--- src/rtl/port_bundle_arbiter.sv ---
// N-channel valid/ready port bundle merged onto one registered output by a round-robin arbiter.
// Optional per-channel accept counters (dbg_clr/dbg_count) are built only with DEBUG_PORTS_EN defined.
module port_bundle_arbiter #(
  parameter int NUM_CH  = 4,
  parameter int WIDTH   = 8,
  parameter int COUNT_W = 8,
  localparam int CH_W   = (NUM_CH > 1) ? $clog2(NUM_CH) : 1
) (
  input  logic                      clk,
  input  logic                      rst_n,
  input  logic [NUM_CH*WIDTH-1:0]   in_data,
  input  logic [NUM_CH-1:0]         in_valid,
  output logic [NUM_CH-1:0]         in_ready,
  output logic [WIDTH-1:0]          out_data,
  output logic [CH_W-1:0]           out_ch,
  output logic                      out_valid,
  input  logic                      out_ready
`ifdef DEBUG_PORTS_EN
  ,
  input  logic                      dbg_clr,
  output logic [NUM_CH*COUNT_W-1:0] dbg_count
`endif
);

  localparam logic [CH_W:0] NUM_CH_L  = (CH_W+1)'(NUM_CH);
  localparam logic [CH_W-1:0] LAST_CH = CH_W'(NUM_CH - 1);

  logic [NUM_CH-1:0] r_full;
  logic [WIDTH-1:0]  r_buf [NUM_CH];
  logic [WIDTH-1:0]  r_out_data;
  logic [CH_W-1:0]   r_out_ch;
  logic              r_out_valid;
  logic [CH_W-1:0]   r_rr_ptr;

  logic              w_free;
  logic              w_grant_vld;
  logic [CH_W-1:0]   w_grant_ch;
  logic [CH_W-1:0]   w_next_ptr;
  logic [CH_W:0]     w_idx;
  logic [NUM_CH-1:0] w_accept;
  logic [NUM_CH-1:0] w_clear;

  assign in_ready  = ~r_full;
  assign out_data  = r_out_data;
  assign out_ch    = r_out_ch;
  assign out_valid = r_out_valid;

  assign w_free   = ~r_out_valid | out_ready;
  assign w_accept = in_valid & ~r_full;

  // First full channel at or after r_rr_ptr, wrapping past the last channel.
  always_comb begin
    w_grant_vld = 1'b0;
    w_grant_ch  = '0;
    w_idx       = '0;
    for (int k = 0; k < NUM_CH; k++) begin
      w_idx = {1'b0, r_rr_ptr} + (CH_W+1)'(k);
      if (w_idx >= NUM_CH_L) begin
        w_idx = w_idx - NUM_CH_L;
      end
      if (!w_grant_vld && r_full[w_idx[CH_W-1:0]]) begin
        w_grant_vld = 1'b1;
        w_grant_ch  = w_idx[CH_W-1:0];
      end
    end
  end

  always_comb begin
    w_next_ptr = (w_grant_ch == LAST_CH) ? '0 : w_grant_ch + 1'b1;
    w_clear    = '0;
    if (w_free && w_grant_vld) begin
      w_clear[w_grant_ch] = 1'b1;
    end
  end

  always_ff @(posedge clk) begin
    if (!rst_n) begin
      r_full      <= '0;
      r_out_valid <= 1'b0;
      r_out_data  <= '0;
      r_out_ch    <= '0;
      r_rr_ptr    <= '0;
    end else begin
      r_full <= (r_full | w_accept) & ~w_clear;
      if (w_free) begin
        r_out_valid <= w_grant_vld;
        if (w_grant_vld) begin
          r_out_data <= r_buf[w_grant_ch];
          r_out_ch   <= w_grant_ch;
          r_rr_ptr   <= w_next_ptr;
        end
      end
    end
  end

  // Holding registers need no reset: a cleared full flag makes their contents dead.
  always_ff @(posedge clk) begin
    for (int i = 0; i < NUM_CH; i++) begin
      if (w_accept[i]) begin
        r_buf[i] <= in_data[i*WIDTH +: WIDTH];
      end
    end
  end

`ifdef DEBUG_PORTS_EN
  logic [COUNT_W-1:0] r_dbg_cnt [NUM_CH];

  // Clear has priority over a coincident accept.
  always_ff @(posedge clk) begin
    for (int i = 0; i < NUM_CH; i++) begin
      if (!rst_n || dbg_clr) begin
        r_dbg_cnt[i] <= '0;
      end else if (w_accept[i]) begin
        r_dbg_cnt[i] <= r_dbg_cnt[i] + 1'b1;
      end
    end
  end

  always_comb begin
    dbg_count = '0;
    for (int i = 0; i < NUM_CH; i++) begin
      dbg_count[i*COUNT_W +: COUNT_W] = r_dbg_cnt[i];
    end
  end
`endif

endmodule

--- config.mk ---
export PLATFORM = sky130hd
export DESIGN_NAME = port_bundle_arbiter
export DESIGN_NICKNAME = d
export VERILOG_FILES = /design/src/rtl/port_bundle_arbiter.sv
export SDC_FILE = /design/constraint.sdc
export NUM_CORES = 1
export LEC_CHECK = 0
export CAP_MARGIN = 0
export CORE_MARGIN = 1.5
export CORE_UTILIZATION = 50
export CTS_BUF_LIST = sky130_fd_sc_hd__clkbuf_8 sky130_fd_sc_hd__clkbuf_16
export DETAILED_ROUTE_END_ITERATION = 16
export GPL_ROUTABILITY_DRIVEN = 0
export PLACE_DENSITY = 0.9
export SYNTH_ARGS = -nofsm -noshare
export SYNTH_HDL_FRONTEND = slang
export SYNTH_SLANG_ARGS = --single-unit
--- constraint.sdc ---
create_clock -name clk -period 4.45 [get_ports clk]
set_input_delay 0.89 -clock clk [delete_from_list [all_inputs] [get_ports clk]]
set_output_delay 0.89 -clock clk [all_outputs]
set_load 0.05 [all_outputs]
==> results.tsv <==
metric	value	unit
row cnt	22	
I/O Buffers	53	
Setup Fix Bufs, Post-CTS	0	
share of layout cells above drive strength 1	0.06915	
Post-Place Cell Area	2434	sq um
Final Setup Violations	0	
Top-Level Pins	54	
crit start category	flop	
Worst VDD drop	0.3135	mV
fin crit share	0.5625	
Finished Cell Area	2562	sq um
Final Hold Vio Count	0	
commonest non-fill, non-tap cell in the layout	clkdlybuf4s50_1	
TritonCTS clock tree	built	
drt pass-1 iters	4	
Clock Skew	0.009545	ns
routed len/inst	17.35	microns
PostCTS Resize Cnt	0	
Final nets	227	
filler cell count	262	
Synth Cell Area	1884	sq um
largest net degree at the start of global routing	21	
CTS root buffer	clkbuf_8	
WP data arrival	1.61	ns
Syn Inst Count	131	
RSZ-0062 raised after global routing	no	
DP Wirelength	2997	microns
Synth Area per Inst	14.38	sq um
CP max FO	6	
worst skew pair latency	0.31	ns
status	finished clean	
Syn Nets	171	
Starting Density	0.5186	
hold crit path type	flop to flop	
Yosys top cell area share	0.5100	
vias in the first global route	1299	
most frequent cells in the layout	clkdlybuf4s50_1, edfxtp_1, dfxtp_1	
Worst setup EP type	output pin	
Clk pin slew, worst setup/hold paths	0.08	ns
core area	3633	sq um
GR Util All Layers	0.2101	
DIE AREA	4146	sq um
hold_buf cts	0	
clock buffer depth	2	
worst slew pin tran	0.8005	ns
slew margin rel.	0.4653	
Seq/Total Area, Yosys	0.6906	
synthesis-stage register bit count	49	
TritonCTS Buffers	5	
DR vias	1311	
Tmin final	2.503	ns
initial antenna violation count	0	
Crit Path Class	flop to output pin	
synth top area cells	edfxtp_1, dfxtp_1, mux2i_1	
fmax	0.3995	GHz
setup_tns	0	ns
Leak Pwr	0.9213	nW
Detailed Route WL	4094	microns
first-pass GRT wire length	6368	microns
Slew Limit Fails	0	
Die Width	64.39	microns
Final ANT Viol Nets	0	
Yosys cell types	27	
die height	64.39	microns
synth warn	0	
Synth area leader	edfxtp_1	
ANT cells	0	
grt total ovfl	0	
pre-CTS WS	1.742	ns
H-tree levels	2	
DRC violations left	0	
DR vias/cell	5.555	
final core area utilization	0.7052	
PwrDens	525.7	nW/um^2
synth-to-layout area growth	35.99	%
maxcap violations	0	
Final WS setup	1.947	ns
CTS Sinks	49	
initial DRC count	177	
CP required	3.56	ns
## worst paths after layout
check,from,endpoint,slack [ns],cells after the start
setup / recovery,r_full[0],in_ready[0],1.95,2
setup reg to reg,r_full[1],out_data[7],2.54,5
hold / removal,out_ch[1],out_ch[1],0.50,2
hold reg to reg,out_ch[1],out_ch[1],0.50,2
## cells in the mapped netlist
cell and count:
edfxtp_1 32, dfxtp_1 17, mux2i_1 16, a21oi_1 9
nand3_1 9, inv_1 7, o221ai_1 7, o21ai_0 5
nor2b_1 4, buf_6 3, nand2b_1 3, a211oi_1 2
nand2_1 2, nor2_1 2, a221o_1 1, a31oi_1 1
and2_1 1, and2b_2 1, buf_2 1, clkbuf_8 1
ha_1 1, nor4_1 1, o21a_1 1, o221ai_2 1
o22ai_1 1, or2b_2 1, or3_1 1
## metrics by stage
| stage | cells | total power [mW] | hold slack [ns] |
|---|---|---|---|
| 4_1_cts | 236 | 1.346 | 0.4921 |
| 3_5_place_dp | 228 | 1.006 | 0.4801 |
| 5_1_grt | 236 | 1.392 | 0.5278 |
| 3_3_place_gp | 228 | 0.9917 | 0.4512 |
| 6_report | 236 | 1.347 | 0.4998 |
| 2_1_floorplan | 131 | 0.8679 | 0.4559 |
## layout make-up
type | count | area [sq um] | area share
clock buffer | 6 | 93.84 | 0.03662
clock inverter | 2 | 35.03 | 0.01367
inverter | 7 | 26.28 | 0.01025
multi-input combinational | 70 | 508.0 | 0.1982
sequential | 49 | 1301 | 0.5078
tap | 48 | 60.06 | 0.02344
timing repair buffer | 54 | 538.0 | 0.2100
## cells by family after synthesis
logic type | count (synthesis) | share of synthesized area
compound gates | 28 | 0.1016
buf+inv | 12 | 0.04183
simple gates | 25 | 0.07438
mux | 16 | 0.08499
flops | 49 | 0.6906
fa+ha+maj | 1 | 0.006639
## power by group
group / switching, mW / internal [mW]
clock: 0.143 / 0.200
combinational: 0.254 / 0.155
sequential: 0.0407 / 0.554
## sequential cells by signal, indices dropped and copies added (netlist names)
register   cells
out_data       8
r_full         4
out_ch         2
r_rr_ptr       2
out_valid      1
r_buf         32
## metal layers
layer	GRT usage	share of wire	vias to the layer above
met5	0	0	-
met4	0.07181	0.030	0
met3	0.05634	0.073	17
met2	0.3789	0.54	76
met1	0.2394	0.36	612
li1	-	-	606
## critical path, cell delays in order, from the launching register on
cell,delay (ns)
dfxtp_1,0.38
inv_1,0.12
clkdlybuf4s50_1,0.81
Power figures use the tool's default switching activity.
